--- src/rtl/mem_port_arbiter_pkg.sv ---
// Shared types and width constants for the IF/LSU unified-memory port arbiter.
package mem_port_arbiter_pkg;

  localparam int DW  = 32;
  localparam int BEW = 4;

  localparam logic [1:0] ST_IDLE  = 2'd0;
  localparam logic [1:0] ST_ISSUE = 2'd1;
  localparam logic [1:0] ST_WAIT  = 2'd2;

  typedef enum logic [1:0] {
    IDLE  = ST_IDLE,
    ISSUE = ST_ISSUE,
    WAIT  = ST_WAIT
  } arb_state_e;

  typedef enum logic {
    OWN_IF = 1'b0,
    OWN_D  = 1'b1
  } arb_owner_e;

  // Response payload: stores and timed-out transactions return zero.
  function automatic logic [DW-1:0] resp_data(input logic zero_it, input logic [DW-1:0] rdata);
    return zero_it ? {DW{1'b0}} : rdata;
  endfunction

endpackage

--- src/rtl/mem_port_arbiter_if.sv ---
// Fetch, data and memory-side signals of the arbiter, named from the arbiter's point of view.
interface mem_port_arbiter_if
  import mem_port_arbiter_pkg::*;
#(
  parameter int AW = 32
);

  logic           i_if_req;
  logic [AW-1:0]  i_if_addr;
  logic           i_if_flush;
  logic           o_if_gnt;
  logic           o_if_rvalid;
  logic [DW-1:0]  o_if_rdata;

  logic           i_d_req;
  logic           i_d_we;
  logic [BEW-1:0] i_d_be;
  logic [AW-1:0]  i_d_addr;
  logic [DW-1:0]  i_d_wdata;
  logic           o_d_gnt;
  logic           o_d_rvalid;
  logic [DW-1:0]  o_d_rdata;

  logic           o_m_req;
  logic           o_m_we;
  logic [BEW-1:0] o_m_be;
  logic [AW-1:0]  o_m_addr;
  logic [DW-1:0]  o_m_wdata;
  logic           i_m_rvalid;
  logic [DW-1:0]  i_m_rdata;

  logic           o_err;

  modport slave (
    input  i_if_req, i_if_addr, i_if_flush,
    output o_if_gnt, o_if_rvalid, o_if_rdata,
    input  i_d_req, i_d_we, i_d_be, i_d_addr, i_d_wdata,
    output o_d_gnt, o_d_rvalid, o_d_rdata,
    output o_m_req, o_m_we, o_m_be, o_m_addr, o_m_wdata,
    input  i_m_rvalid, i_m_rdata,
    output o_err
  );

  modport master (
    output i_if_req, i_if_addr, i_if_flush,
    input  o_if_gnt, o_if_rvalid, o_if_rdata,
    output i_d_req, i_d_we, i_d_be, i_d_addr, i_d_wdata,
    input  o_d_gnt, o_d_rvalid, o_d_rdata,
    input  o_m_req, o_m_we, o_m_be, o_m_addr, o_m_wdata,
    output i_m_rvalid, i_m_rdata,
    input  o_err
  );

endinterface

--- src/rtl/mem_arb_pick.sv ---
// Combinational IF/data winner selection with the data-streak limit, plus streak next-state.
module mem_arb_pick #(
  parameter int MAX_D_STREAK = 4,
  parameter int SW           = 3
) (
  input  logic          i_idle,
  input  logic          i_if_req,
  input  logic          i_if_flush,
  input  logic          i_d_req,
  input  logic [SW-1:0] i_streak,
  output logic          o_if_win,
  output logic          o_d_win,
  output logic [SW-1:0] o_streak_d
);

  localparam logic [SW-1:0] STREAK_MAX = SW'(MAX_D_STREAK);
  localparam logic [SW-1:0] STREAK_ONE = SW'(1);

  logic fetch_elig;
  logic fetch_due;

  assign fetch_elig = i_if_req & ~i_if_flush;
  assign fetch_due  = fetch_elig & (i_streak == STREAK_MAX);

  // Data wins unless a waiting fetch has already been passed over MAX_D_STREAK times.
  always_comb begin
    o_if_win = 1'b0;
    o_d_win  = 1'b0;
    if (!i_idle) begin
      o_if_win = 1'b0;
      o_d_win  = 1'b0;
    end else if (i_d_req && !fetch_due) begin
      o_d_win = 1'b1;
    end else if (fetch_elig) begin
      o_if_win = 1'b1;
    end else begin
      o_if_win = 1'b0;
      o_d_win  = 1'b0;
    end
  end

  // Streak only counts data grants that a live fetch actually had to wait behind.
  always_comb begin
    o_streak_d = i_streak;
    if (!fetch_elig || o_if_win) begin
      o_streak_d = {SW{1'b0}};
    end else if (o_d_win && (i_streak != STREAK_MAX)) begin
      o_streak_d = i_streak + STREAK_ONE;
    end else begin
      o_streak_d = i_streak;
    end
  end

endmodule

--- src/rtl/mem_port_arbiter.sv ---
// Single-port memory arbiter between instruction fetch and the LSU: one transaction in
// flight, responses routed to their owner, cancelled fetches dropped, timeouts reported.
module mem_port_arbiter
  import mem_port_arbiter_pkg::*;
#(
  parameter int AW           = 32,
  parameter int MAX_D_STREAK = 4,
  parameter int TIMEOUT      = 64
) (
  input logic              i_clk,
  input logic              i_reset,
  mem_port_arbiter_if.slave bus
);

  localparam int SW = $clog2(MAX_D_STREAK + 1);
  localparam int TW = $clog2(TIMEOUT + 1);
  localparam logic [TW-1:0] TMO_LAST = TW'(TIMEOUT - 1);
  localparam logic [TW-1:0] TMO_ONE  = TW'(1);

  arb_state_e     state_q,     state_d;
  arb_owner_e     owner_q,     owner_d;
  logic [SW-1:0]  streak_q,    streak_d;
  logic [TW-1:0]  tmo_q,       tmo_d;
  logic           drop_q,      drop_d;
  logic           m_req_q,     m_req_d;
  logic           m_we_q,      m_we_d;
  logic [BEW-1:0] m_be_q,      m_be_d;
  logic [AW-1:0]  m_addr_q,    m_addr_d;
  logic [DW-1:0]  m_wdata_q,   m_wdata_d;
  logic           if_rvalid_q, if_rvalid_d;
  logic [DW-1:0]  if_rdata_q,  if_rdata_d;
  logic           d_rvalid_q,  d_rvalid_d;
  logic [DW-1:0]  d_rdata_q,   d_rdata_d;
  logic           err_q,       err_d;

  logic if_win;
  logic d_win;
  logic if_flush_hit;
  logic drop_eff;
  logic timed_out;
  logic resp_done;

  mem_arb_pick #(
    .MAX_D_STREAK (MAX_D_STREAK),
    .SW           (SW)
  ) u_pick (
    .i_idle     (state_q == IDLE),
    .i_if_req   (bus.i_if_req),
    .i_if_flush (bus.i_if_flush),
    .i_d_req    (bus.i_d_req),
    .i_streak   (streak_q),
    .o_if_win   (if_win),
    .o_d_win    (d_win),
    .o_streak_d (streak_d)
  );

  // A flush landing in the very cycle the response arrives must still suppress it.
  assign if_flush_hit = (owner_q == OWN_IF) & bus.i_if_flush;
  assign drop_eff     = drop_q | if_flush_hit;
  assign timed_out    = ~bus.i_m_rvalid & (tmo_q == TMO_LAST);
  assign resp_done    = bus.i_m_rvalid | timed_out;

  // Next-state logic for the IDLE/ISSUE/WAIT sequencer, command and response registers.
  always_comb begin
    state_d     = state_q;
    owner_d     = owner_q;
    tmo_d       = tmo_q;
    drop_d      = drop_q;
    m_req_d     = 1'b0;
    m_we_d      = m_we_q;
    m_be_d      = m_be_q;
    m_addr_d    = m_addr_q;
    m_wdata_d   = m_wdata_q;
    if_rvalid_d = 1'b0;
    if_rdata_d  = if_rdata_q;
    d_rvalid_d  = 1'b0;
    d_rdata_d   = d_rdata_q;
    err_d       = 1'b0;
    case (state_q)
      IDLE: begin
        if (d_win) begin
          owner_d   = OWN_D;
          m_we_d    = bus.i_d_we;
          m_be_d    = bus.i_d_be;
          m_addr_d  = bus.i_d_addr;
          m_wdata_d = bus.i_d_wdata;
          m_req_d   = 1'b1;
          state_d   = ISSUE;
        end else if (if_win) begin
          owner_d   = OWN_IF;
          m_we_d    = 1'b0;
          m_be_d    = {BEW{1'b1}};
          m_addr_d  = bus.i_if_addr;
          m_wdata_d = {DW{1'b0}};
          m_req_d   = 1'b1;
          state_d   = ISSUE;
        end else begin
          state_d = IDLE;
        end
      end
      ISSUE: begin
        state_d = WAIT;
        tmo_d   = {TW{1'b0}};
        drop_d  = drop_eff;
      end
      WAIT: begin
        if (resp_done) begin
          state_d = IDLE;
          drop_d  = 1'b0;
          err_d   = timed_out;
          if (owner_q == OWN_D) begin
            d_rvalid_d = 1'b1;
            d_rdata_d  = resp_data(m_we_q | timed_out, bus.i_m_rdata);
          end else if (!drop_eff) begin
            if_rvalid_d = 1'b1;
            if_rdata_d  = resp_data(timed_out, bus.i_m_rdata);
          end else begin
            if_rvalid_d = 1'b0;
          end
        end else begin
          tmo_d  = tmo_q + TMO_ONE;
          drop_d = drop_eff;
        end
      end
      default: begin
        state_d = IDLE;
      end
    endcase
  end

  // State and output registers; reset abandons any transaction in flight.
  always_ff @(posedge i_clk or posedge i_reset) begin
    if (i_reset) begin
      state_q     <= IDLE;
      owner_q     <= OWN_IF;
      streak_q    <= {SW{1'b0}};
      tmo_q       <= {TW{1'b0}};
      drop_q      <= 1'b0;
      m_req_q     <= 1'b0;
      m_we_q      <= 1'b0;
      m_be_q      <= {BEW{1'b0}};
      m_addr_q    <= {AW{1'b0}};
      m_wdata_q   <= {DW{1'b0}};
      if_rvalid_q <= 1'b0;
      if_rdata_q  <= {DW{1'b0}};
      d_rvalid_q  <= 1'b0;
      d_rdata_q   <= {DW{1'b0}};
      err_q       <= 1'b0;
    end else begin
      state_q     <= state_d;
      owner_q     <= owner_d;
      streak_q    <= streak_d;
      tmo_q       <= tmo_d;
      drop_q      <= drop_d;
      m_req_q     <= m_req_d;
      m_we_q      <= m_we_d;
      m_be_q      <= m_be_d;
      m_addr_q    <= m_addr_d;
      m_wdata_q   <= m_wdata_d;
      if_rvalid_q <= if_rvalid_d;
      if_rdata_q  <= if_rdata_d;
      d_rvalid_q  <= d_rvalid_d;
      d_rdata_q   <= d_rdata_d;
      err_q       <= err_d;
    end
  end

  assign bus.o_if_gnt    = if_win;
  assign bus.o_d_gnt     = d_win;
  assign bus.o_if_rvalid = if_rvalid_q;
  assign bus.o_if_rdata  = if_rdata_q;
  assign bus.o_d_rvalid  = d_rvalid_q;
  assign bus.o_d_rdata   = d_rdata_q;
  assign bus.o_m_req     = m_req_q;
  assign bus.o_m_we      = m_we_q;
  assign bus.o_m_be      = m_be_q;
  assign bus.o_m_addr    = m_addr_q;
  assign bus.o_m_wdata   = m_wdata_q;
  assign bus.o_err       = err_q;

endmodule

--- src/flat_wrapper.sv ---
// flat-port wrapper written by rule: the top's interface ports become plain ports
module mem_port_arbiter_flat import mem_port_arbiter_pkg::*;
#(
  parameter int AW           = 32,
  parameter int MAX_D_STREAK = 4,
  parameter int TIMEOUT      = 64
)
  (i_clk, i_reset, bus_i_if_req, bus_i_if_addr, bus_i_if_flush, bus_o_if_gnt, bus_o_if_rvalid, bus_o_if_rdata, bus_i_d_req, bus_i_d_we, bus_i_d_be, bus_i_d_addr, bus_i_d_wdata, bus_o_d_gnt, bus_o_d_rvalid, bus_o_d_rdata, bus_o_m_req, bus_o_m_we, bus_o_m_be, bus_o_m_addr, bus_o_m_wdata, bus_i_m_rvalid, bus_i_m_rdata, bus_o_err);
  mem_port_arbiter_if #(.AW(AW)) bus_i ();
  input logic i_clk;
  input logic i_reset;
  input wire logic [$bits(bus_i.i_if_req)-1:0] bus_i_if_req;
  input wire logic [$bits(bus_i.i_if_addr)-1:0] bus_i_if_addr;
  input wire logic [$bits(bus_i.i_if_flush)-1:0] bus_i_if_flush;
  output wire logic [$bits(bus_i.o_if_gnt)-1:0] bus_o_if_gnt;
  output wire logic [$bits(bus_i.o_if_rvalid)-1:0] bus_o_if_rvalid;
  output wire logic [$bits(bus_i.o_if_rdata)-1:0] bus_o_if_rdata;
  input wire logic [$bits(bus_i.i_d_req)-1:0] bus_i_d_req;
  input wire logic [$bits(bus_i.i_d_we)-1:0] bus_i_d_we;
  input wire logic [$bits(bus_i.i_d_be)-1:0] bus_i_d_be;
  input wire logic [$bits(bus_i.i_d_addr)-1:0] bus_i_d_addr;
  input wire logic [$bits(bus_i.i_d_wdata)-1:0] bus_i_d_wdata;
  output wire logic [$bits(bus_i.o_d_gnt)-1:0] bus_o_d_gnt;
  output wire logic [$bits(bus_i.o_d_rvalid)-1:0] bus_o_d_rvalid;
  output wire logic [$bits(bus_i.o_d_rdata)-1:0] bus_o_d_rdata;
  output wire logic [$bits(bus_i.o_m_req)-1:0] bus_o_m_req;
  output wire logic [$bits(bus_i.o_m_we)-1:0] bus_o_m_we;
  output wire logic [$bits(bus_i.o_m_be)-1:0] bus_o_m_be;
  output wire logic [$bits(bus_i.o_m_addr)-1:0] bus_o_m_addr;
  output wire logic [$bits(bus_i.o_m_wdata)-1:0] bus_o_m_wdata;
  input wire logic [$bits(bus_i.i_m_rvalid)-1:0] bus_i_m_rvalid;
  input wire logic [$bits(bus_i.i_m_rdata)-1:0] bus_i_m_rdata;
  output wire logic [$bits(bus_i.o_err)-1:0] bus_o_err;
  assign bus_i.i_if_req = bus_i_if_req;
  assign bus_i.i_if_addr = bus_i_if_addr;
  assign bus_i.i_if_flush = bus_i_if_flush;
  assign bus_o_if_gnt = bus_i.o_if_gnt;
  assign bus_o_if_rvalid = bus_i.o_if_rvalid;
  assign bus_o_if_rdata = bus_i.o_if_rdata;
  assign bus_i.i_d_req = bus_i_d_req;
  assign bus_i.i_d_we = bus_i_d_we;
  assign bus_i.i_d_be = bus_i_d_be;
  assign bus_i.i_d_addr = bus_i_d_addr;
  assign bus_i.i_d_wdata = bus_i_d_wdata;
  assign bus_o_d_gnt = bus_i.o_d_gnt;
  assign bus_o_d_rvalid = bus_i.o_d_rvalid;
  assign bus_o_d_rdata = bus_i.o_d_rdata;
  assign bus_o_m_req = bus_i.o_m_req;
  assign bus_o_m_we = bus_i.o_m_we;
  assign bus_o_m_be = bus_i.o_m_be;
  assign bus_o_m_addr = bus_i.o_m_addr;
  assign bus_o_m_wdata = bus_i.o_m_wdata;
  assign bus_i.i_m_rvalid = bus_i_m_rvalid;
  assign bus_i.i_m_rdata = bus_i_m_rdata;
  assign bus_o_err = bus_i.o_err;
  mem_port_arbiter #(.AW(AW), .MAX_D_STREAK(MAX_D_STREAK), .TIMEOUT(TIMEOUT)) u_core (.i_clk(i_clk), .i_reset(i_reset), .bus(bus_i));
endmodule
--- config.mk ---
export PLATFORM = sky130hd
export DESIGN_NAME = mem_port_arbiter_flat
export DESIGN_NICKNAME = d
export VERILOG_FILES = /design/src/rtl/mem_port_arbiter_pkg.sv /design/src/rtl/mem_port_arbiter_if.sv /design/src/rtl/mem_arb_pick.sv /design/src/rtl/mem_port_arbiter.sv /design/src/flat_wrapper.sv
export SDC_FILE = /design/constraint.sdc
export NUM_CORES = 1
export LEC_CHECK = 0
export CAP_MARGIN = 20
export CORE_AREA = 2 2 140 101
export CTS_BUF_LIST = sky130_fd_sc_hd__clkbuf_16
export DETAILED_ROUTE_END_ITERATION = 8
export DIE_AREA = 0 0 142 103
export DONT_BUFFER_PORTS = 1
export PLACE_DENSITY_LB_ADDON = 0.1
export SLEW_MARGIN = 25
export SYNTH_ARGS = -nofsm -noshare
export SYNTH_HDL_FRONTEND = slang
export SYNTH_SLANG_ARGS = --single-unit
--- constraint.sdc ---
create_clock -name i_clk -period 8.9 [get_ports i_clk]
set_input_delay 1.335 -clock i_clk [delete_from_list [all_inputs] [get_ports i_clk]]
set_output_delay 1.335 -clock i_clk [all_outputs]
set_load 0.02 [all_outputs]
# Word level (Yosys, flattened, before mapping)
# Index checks and enable logic that the tools add are counted.
# totals
ff_bits,151
input_bits,139
elab_cells,86
# op_classes
add_sub_neg,2
eq_ne,7
n_mux,38
bitwise,11
reduce_logical,13
# op_table
op,n
32-bit two-way mux,6
1-bit two-way mux,22
7-bit one-hot mux with 2 select lines,1
4-bit two-way mux,2
7-bit by 1-bit adder with 7-bit output (second input constant),1
7-bit by 6-bit equality test with 1-bit output (second input constant),1
7-bit two-way mux,1
3-bit two-way mux,2
2-bit one-hot mux with 3 select lines,1
2-bit nonzero test,3
1-bit bitwise AND,4
2-bit two-way mux,2
1-bit inverter,4
2-bit AND reduction,2
4-bit AND reduction,1
3-bit by 1-bit adder with 3-bit output (second input constant),1
3-bit equality test (second input constant),1
3-bit != test (second input constant),1
1-bit OR,3
3-bit AND reduction,1
2-bit by 1-bit equality test with 1-bit output (second input constant),1
2-bit equality test (second input constant),1
1-bit logical AND,2
1-bit logical NOT,2
other kinds (5),5

# Logic depth before layout (Yosys ltp)
# Gate-level depths: netlist of the first run.
# logic_depth
ltp_word,10
ltp_mapped,9
ltp_nobuf,7

# Modules after synthesis
# A second synthesis of the first run with hierarchy kept.
# unflattened
hier_cells,542
area_unflattened_um2,6175.9
# modules_own_cells
module,n_inst,cells_each,area_each_um2,seq_area_each_um2
mem_port_arbiter,1,522,6037.0,3778.6
mem_arb_pick,1,20,138.9,0.0

# Worst setup path after synthesis of the first run
# No wires, ideal clock.
# synth_path
kind,in2out
from,in bus_i_if_flush
to,out bus_o_if_gnt
t_arrival_ns,2.169
path_slack_ns,5.396
stages,4
path_buffers,1
path_cell_list,nand4b_1 -> nand2_1 -> buf_2 -> and3_1
# synth_between
elab_chain_len,7
# synth_lines
item,line,source
start: declaration,flat_wrapper.sv:14,input wire logic [$bits(bus_i.i_if_flush)-1:0] bus_i_if_flush;
1-bit inverter *,mem_arb_pick.sv:22,assign fetch_elig = i_if_req & ~i_if_flush;
1-bit bitwise AND *,mem_arb_pick.sv:22,
1-bit bitwise AND,mem_arb_pick.sv:23,assign fetch_due = fetch_elig & (i_streak == STREAK_MAX);
1-bit logical NOT,mem_arb_pick.sv:32,end else if (i_d_req && !fetch_due) begin
1-bit logical AND,mem_arb_pick.sv:32,
1-bit two-way mux *,mem_arb_pick.sv:32,
1-bit two-way mux *,mem_arb_pick.sv:29,if (!i_idle) begin
end: declaration,flat_wrapper.sv:15,output wire logic [$bits(bus_i.o_if_gnt)-1:0] bus_o_if_gnt;
# Mark *: on every way between the ends. The rest lies on a longest branch, timed or not.

# Worst setup path in the final report of the first run
# Same ends and word-level chain as after synthesis.

==> results.ini, run 1 <==
[clocking]
path_clk_slew_ps=60
post-cts-setup-buffers=0
clockBufferDepth=2
cts_tree=done
cts_root_buf=clkbuf_16
htreeDepth=4
cts_hold_buf=0
cts_resized=0
clock_latency_ps=410
numCtsBuffers=17
cts_sinks=151

[worst_setup_path]
critPathMaxFanout=34
crit_required_ps=7570
r2r_cells=6
crit_type=input port to output port
crit_chain=nand4b_1 > nand2_2 > and3_1
path_depth=3
critPathCaptureType=output port
r2r_end=u_core.bus.o_if_rdata[23]$_DFFE_PP0P_
critPathMaxStageDelay_ps=490
r2r-start=u_core.state_q[0]$_DFFE_PP0P_
critPathLaunchType=input port
cp_num_buf_inv=0
slowest_stage=nand2_2
r2r_slack_ps=6400
arrival_ps=2410
critical_path.top_delay_family=simple AND/OR/NAND/NOR gates

[route]
wl_per_cell_um=21.4
first_iter_violations=168
drc=0
ant_nets=0
vias_per_cell=5.93
vias=3769
dr.pass1.iters=4
route.final.wire_length_um=13600

[logic_synthesis]
synth_area_um2=5900
yosysSeqAreaShare=0.640
syn_nets=608
ys.flop_type=dfrtp_1
synth_cells=463
synth.distinct_cells=42
synth-seq-cells=151
synth_edf_count=0
async_flop_share=1.00
yosys_warnings=0
avgSynthCellArea_um2=12.7

[sta]
rsz0062_at_grt=false
setup_tns_ps=0
skew_ps=9.58
min_period_ps=3740
min_period_over_period=0.421
drv_slew=0
setup_viol=0
maxSlewHeadroom=0.408
fmax_mhz=267
timing.final.hold_violations=0
worst_slew_pin_slew_ps=885

[grt]
antenna_found_initial=0
grt_overflow=0
grtUsageTotal=0.183
grt_max_degree=81
grt_pass1_wl_um=20400
grt_pass1_vias=3704

[floorplan]
fp.coreArea_um2=13500
fp.dieH_um=103
start_util=0.438
fp.dieW_um=142
pin_count=278
rows=36
fp.dieArea_um2=14600

[power]
leakagePower_nw=2.98
powerDensity_nw_per_um2=412
irDropWorstVdd_mv=0.178
totalPowerFinal_mw=2.70

[hold_path]
whs_endpoint=u_core.bus.o_err$_DFF_PP0_
hold_depth=1
worstHoldPathType=flip-flop to flip-flop
hold_start=u_core.tmo_q[6]$_DFFE_PP0P_

[final_layout]
num_antenna_cells=0
synthToLayoutAreaGrowth_pct=11.0
drive_above_1_share=0.108
multi_input_area_um2=1870
area.sequential_um2=3780
final_cell_mix=151 x dfrtp_1, 97 x a22o_1, 40 x nand2_1
mostFrequentLayoutCell=dfrtp_1
fill_cells=1194
nets=598

[run]
cap_violations=0

[outcome]
status=completed

[placement]
gp_congestion=0.780
dpl.hpwl_um=9330
port_buffers=0

[registers in the layout, indices dropped and copies added, names as in the netlist]
signal	cells
u_core.tmo_q	7
u_core.bus.o_m_be	4
u_core.bus.o_if_rdata	32
u_core.bus.o_err	1
u_core.bus.o_d_rdata	32
u_core.streak_q	3
u_core.bus.o_m_we	1
u_core.bus.o_d_rvalid	1
u_core.owner_q	1
u_core.drop_q	1
u_core.state_q	2
u_core.bus.o_if_rvalid	1
u_core.bus.o_m_wdata	32
u_core.bus.o_m_req	1
u_core.bus.o_m_addr	32
[synth_stat cells, types with 4 or more instances]
library cell / instances / share of area
a31oi_1: 5 / 0.0053
buf_4: 6 / 0.0076
o21ai_1: 34 / 0.029
inv_1: 11 / 0.0070
buf_6: 6 / 0.011
o21ai_0: 4 / 0.0034
o22a_1: 4 / 0.0059
ha_1: 6 / 0.013
o22ai_1: 33 / 0.035
buf_2: 17 / 0.014
nor2_1: 5 / 0.0032
dfrtp_1: 151 / 0.64
clkbuf_1: 6 / 0.0038
nand3_1: 5 / 0.0042
nand2_1: 41 / 0.026
a22o_1: 97 / 0.14
[worst max path at each step]
stage / slack [ps] / startpoint / end
after global placement: 4880 / bus_i_if_flush / bus_o_if_gnt
final: 5160 / bus_i_if_flush / bus_o_if_gnt
after detailed placement: 4820 / bus_i_if_flush / bus_o_if_gnt
after floorplan: 3500 / i_reset / u_core.bus.o_d_rdata[0]$_DFFE_PP0P_
after global routing: 5070 / bus_i_if_flush / bus_o_if_gnt
after CTS: 4810 / bus_i_if_flush / bus_o_if_gnt
[area by class of cell]
type | count | area share
tap | 171 | 0.0327
clock buffer | 17 | 0.0649
inverter | 14 | 0.00878
timing repair buffer | 6 | 0.00878
multi-input combinational | 263 | 0.285
sequential | 151 | 0.577
clock inverter | 14 | 0.0229
[worst reg2reg max path, stage by stage, from the launching register on]
cell     delay, ps
dfrtp_1        380
inv_1          100
ha_1           450
inv_2          200
nor4_2         360
nand2_2        470
a22o_1         430
[logic make-up after synthesis]
group,after synthesis,share of synthesized area
compound gates,186,0.237
flops,151,0.640
simple gates,67,0.0570
buf+inv,49,0.0462
fa+ha+maj,6,0.0127
mux,4,0.00700
[through the flow]
step	instances	hold slack (ps)	worst slack, ps	util	cell area (µm²)
final	636	477	5160	0.487	6550
after global routing	636	512	5070	0.487	6550
after CTS	635	475	4810	0.485	6530
after detailed placement	604	454	4820	0.442	5950
after global placement	604	453	4880	0.442	5950
after floorplan	463	425	3500	-	5900
[metal layers]
metal | vias up | GRT usage | part of all wire
met3 | 22 | 0.0739 | 0.084
met2 | 164 | 0.295 | 0.49
met1 | 1868 | 0.227 | 0.41
met5 | - | 0 | 0
li1 | 1715 | - | -
met4 | 0 | 0.0646 | 0.015
[power breakdown]
| group | internal, mW | total [mW] | switching, mW | leakage (nW) |
|---|---|---|---|---|
| logic | 0.236 | 0.488 | 0.252 | 0.782 |
| registers | 0.962 | 1.51 | 0.548 | 1.92 |
| clock network | 0.413 | 0.701 | 0.288 | 0.272 |
| total | 1.61 | 2.70 | 1.09 | 2.98 |
(Power assumes the default switching activity.)
==> inputs of run 2 (changes only) <==
- clock period: 8.9 -> 3.1 ns (I/O delays scaled with it)
==> run 2 against run 1 <==
  * Power grew to 2.9 times the previous value
  * Die area is the same
  * Clock-buffer cell count is the same
  * Sequential share of layout area shrank 0.15 points
  * Critical path type is now flip-flop to output port
  * First-iteration DRC count shrank 14%
  * Largest power group unchanged
  * Via count shrank 1.4%
  * Cell area grew 0.27%
  * Sequential cell count is the same
==> results.ini, run 2 (same netlist as run 1, synthesis figures left out) <==
[outcome]
status=completed

[route]
drc=0
dr.pass1.iters=4
wl_per_cell_um=21.5
route.final.wire_length_um=13600
first_iter_violations=145
ant_nets=0
vias_per_cell=5.84
vias=3715

[sta]
drv_slew=0
fmax_mhz=384
maxSlewHeadroom=0.410
setup_viol=0
setup_tns_ps=0
min_period_ps=2600
rsz0062_at_grt=false
skew_ps=7.85
setup_ws_ps=498
worst_slew_pin_slew_ps=882
min_period_over_period=0.839
timing.final.hold_violations=0

[worst_setup_path]
critical_path.top_delay_family=buffers and inverters
cp_num_buf_inv=2
critPathMaxFanout=40
crit_type=flip-flop to output port
crit_chain=inv_1 > ha_1 > nand3_2 > inv_2
critPathCaptureType=output port
slowest_stage=inv_2
critPathLaunchType=flip-flop
arrival_ps=2140
r2r_slack_ps=650
critPathMaxStageDelay_ps=620
crit_required_ps=2630

[floorplan]
fp.dieW_um=142
rows=36
fp.coreArea_um2=13500
start_util=0.438
pin_count=278
fp.dieArea_um2=14600
fp.dieH_um=103

[final_layout]
final_cell_mix=151 x dfrtp_1, 97 x a22o_1, 41 x nand2_1
nets=600
multi_input_area_um2=1870
num_antenna_cells=0
drive_above_1_share=0.103
area.sequential_um2=3780
fill_cells=1150
synthToLayoutAreaGrowth_pct=11.3
mostFrequentLayoutCell=dfrtp_1

[grt]
grt_pass1_vias=3756
antenna_found_initial=0
grt_overflow=0
grt_max_degree=79
grt_pass1_wl_um=20300
grtUsageTotal=0.184

[placement]
pre_cts_slack_ps=694
dpl.hpwl_um=9410
gp_congestion=0.781
port_buffers=0

[clocking]
cts_sinks=151
cts_root_buf=clkbuf_16
cts_resized=0
cts_tree=done
path_clk_slew_ps=60
cts_hold_buf=0
post-cts-setup-buffers=0
htreeDepth=4
clockBufferDepth=2
numCtsBuffers=17
clock_latency_ps=410

[run]
cap_violations=0

[power]
leakagePower_nw=2.99
irDropWorstVdd_mv=0.481
powerDensity_nw_per_um2=1180

[hold_path]
worstHoldPathType=input port to async pin

[run 2: path summary, 6_finish.rpt]
path,end,cells past startpoint,from
max in group asynchronous,u_core.bus.o_m_addr[22]$_DFFE_PP0P_,2,i_reset
min in group i_clk,u_core.bus.o_err$_DFF_PP0_,1,bus_i_m_rvalid
hold reg to reg,u_core.bus.o_err$_DFF_PP0_,1,u_core.tmo_q[6]$_DFFE_PP0P_
hold / removal,u_core.bus.o_d_rdata[2]$_DFFE_PP0P_,2,i_reset
setup / recovery,bus_o_d_gnt,4,u_core.state_q[1]$_DFFE_PP0P_
setup reg to reg,u_core.bus.o_if_rdata[15]$_DFFE_PP0P_,6,u_core.state_q[0]$_DFFE_PP0P_
[run 2: where the power goes]
group,total (mW),switching [mW],internal [mW]
Combinational,1.43,0.736,0.697
Sequential,4.35,1.58,2.76
Clock,1.99,0.754,1.24
[run 2: layout make-up]
class / instances / area share
flip-flops and latches: 151 / 0.575
well taps: 171 / 0.0326
multi-input cells: 263 / 0.284
clock buffers: 17 / 0.0647
repair buffers: 8 / 0.0135
clock inverters: 12 / 0.0213
inverters: 14 / 0.00857
[run 2: metal layers]
layer	wire (µm)	GRT usage	vias to the layer above
li1	-	-	1711
met3	1190	0.0878	15
met2	6510	0.278	176
met1	5750	0.233	1813
met5	0	0	-
met4	197	0.0654	0
[run 2: per-stage QoR]
step / utilization / area, µm² / power [mW] / hold WS [ps] / cells
after floorplan: - / 5910 / 5.39 / 425 / 463
after global placement: 0.446 / 6000 / 5.79 / 470 / 607
after detailed placement: 0.446 / 6000 / 5.85 / 461 / 607
after CTS: 0.488 / 6570 / 7.87 / 36.9 / 636
after global routing: 0.488 / 6570 / 8.21 / 65.4 / 636
final: 0.488 / 6570 / 7.77 / 42.0 / 636
==> inputs of run 3 (changes only) <==
- clock period: 3.1 -> 2.2 ns (I/O delays scaled with it)
==> run 3 against run 2 <==
  * Wire length rose by 4.3%
  * Core utilization rose by 1.2 points
  * Global-route usage rose by 0.12 points
  * Clock power rose by 43%
  * Critical endpoint is now bus_o_if_gnt
  * Largest cell class unchanged
  * Largest power group unchanged
  * Highest routed layer unchanged
==> results.ini, run 3 (same netlist as run 1, synthesis figures left out) <==
[floorplan]
pin_count=278
fp.dieW_um=142
fp.dieArea_um2=14600
fp.dieH_um=103
fp.coreArea_um2=13500
start_util=0.438
rows=36

[grt]
grt_overflow=0
antenna_found_initial=0
grt_pass1_wl_um=20800
grt_pass1_vias=3757
grt_max_degree=78
grtUsageTotal=0.185

[route]
vias=3845
route.final.wire_length_um=14200
wl_per_cell_um=22.1
ant_nets=0
drc=0
first_iter_violations=238
dr.pass1.iters=5
vias_per_cell=5.96

[worst_setup_path]
crit_required_ps=1870
critPathMaxFanout=3
r2r_slack_ps=280
cp_num_buf_inv=2
critical_path.top_delay_family=simple AND/OR/NAND/NOR gates
arrival_ps=1710
r2r-start=u_core.tmo_q[0]$_DFFE_PP0P_
r2r_cells=5
critPathLaunch=u_core.streak_q[0]$_DFFE_PP0P_
critPathLaunchType=flip-flop
endpoint=bus_o_if_gnt
crit_chain=inv_1 > ha_1 > nand4b_1 > nand2_1 > and3_1 > buf_4
critPathMaxStageDelay_ps=380
slowest_stage=dfrtp_1
crit_type=flip-flop to output port
r2r_end=u_core.bus.o_d_rdata[10]$_DFFE_PP0P_
critPathCaptureType=output port
path_depth=6

[power]
powerDensity_nw_per_um2=1650
p_int_mw=6.57
combPwrFrac=0.194
totalPowerFinal_mw=11.1
clockPowerShare=0.256
swShare=0.409
seqPwrFrac=0.550
switchingPower_mw=4.55
leakagePower_nw=3.05
irDropWorstVdd_mv=0.634

[clocking]
cts_tree=done
clock_latency_ps=410
clockBufferDepth=2
path_clk_slew_ps=70
numCtsBuffers=17
cts_sinks=151
htreeDepth=4
cts_root_buf=clkbuf_16

[sta]
setup_viol=0
rsz0062_at_grt=false
min_period_over_period=0.927
fmax_mhz=491
holdWs_ps=43.4
worst_slew_pin_slew_ps=598
timing.final.hold_violations=0
maxSlewHeadroom=0.601
min_period_ps=2040
setup_tns_ps=0
drv_slew=0
skew_ps=17.5

[final_layout]
num_antenna_cells=0
nets=606
final_cell_mix=151 x dfrtp_1, 97 x a22o_1, 41 x nand2_1
drive_above_1_share=0.122
mostFrequentLayoutCell=dfrtp_1
synthToLayoutAreaGrowth_pct=14.2

[hold_path]
hold_start=bus_i_m_rdata[19]
worstHoldPathType=input port to flip-flop

[placement]
port_buffers=0
gp_congestion=0.784
dpl.hpwl_um=9560

[run]
cap_violations=0

[outcome]
status=completed

[run 3: changes by cell type in the layout (fill, tap and decap cells not counted), moves of 3 or more]
cell | previous run | this run
inv_6 | 0 | 4
buf_12 | 2 | 7
inv_8 | 0 | 3
clkinv_2 | 3 | 0
[run 3: through the flow]
stage	setup WS, ps	utilization	cells	instance area, µm²
floorplan	-33.0	-	463	5910
global placement	343	0.452	610	6090
detailed placement	282	0.452	610	6090
CTS	36.4	0.497	644	6690
global route	42.9	0.500	645	6740
finish	162	0.500	645	6740
[run 3: repair_timing]
item,in CTS,in global routing
gates resized for setup,1,3
gates cloned,0,1
setup buffers,0,0
hold buffers,2,0
pin swaps,0,0
setup endpoints to repair,1,1
endpoints found under the hold margin,22,0
[run 3: per-layer routing]
| metal | part of all wire | track usage | wire (µm) | vias to the layer above |
|---|---|---|---|---|
| li1 | - | - | - | 1729 |
| met1 | 0.43 | 0.244 | 6060 | 1937 |
| met2 | 0.48 | 0.287 | 6860 | 168 |
| met3 | 0.085 | 0.0660 | 1210 | 11 |
| met4 | 0.0069 | 0.0638 | 98 | 0 |
| met5 | 0 | 0 | 0 | - |
[run 3: cell type report]
| class | count | area [µm²] |
|---|---|---|
| timing repair buffer | 14 | 215 |
| fill | 1176 | 6730 |
| multi-input combinational | 263 | 1890 |
| tap | 171 | 214 |
| sequential | 151 | 3780 |
| inverter | 14 | 58.8 |
| clock buffer | 17 | 425 |
| clock inverter | 15 | 159 |
[run 3: how the worst min path moves through the flow]
stage | endpoint | slack, ps | cells past startpoint
after floorplan | u_core.bus.o_err$_DFF_PP0_ | 400 | 1
after global placement | u_core.bus.o_if_rdata[2]$_DFFE_PP0P_ | 290 | 1
after detailed placement | u_core.bus.o_if_rdata[2]$_DFFE_PP0P_ | 290 | 1
after CTS | u_core.bus.o_if_rdata[12]$_DFFE_PP0P_ | 30 | 1
after global routing | u_core.bus.o_m_wdata[8]$_DFFE_PP0P_ | 30 | 1
final | u_core.bus.o_if_rdata[19]$_DFFE_PP0P_ | 40 | 1
[run 3: power groups by stage]
| stage | logic, mW | registers (mW) | clock network (mW) |
|---|---|---|---|
| CTS | 2.10 | 6.14 | 2.91 |
| finish | 2.16 | 6.11 | 2.84 |
| global placement | 2.00 | 6.19 | 0 |
| floorplan | 1.75 | 5.84 | 0 |
| detailed placement | 2.12 | 6.15 | 0 |
| global route | 2.45 | 6.26 | 3.05 |
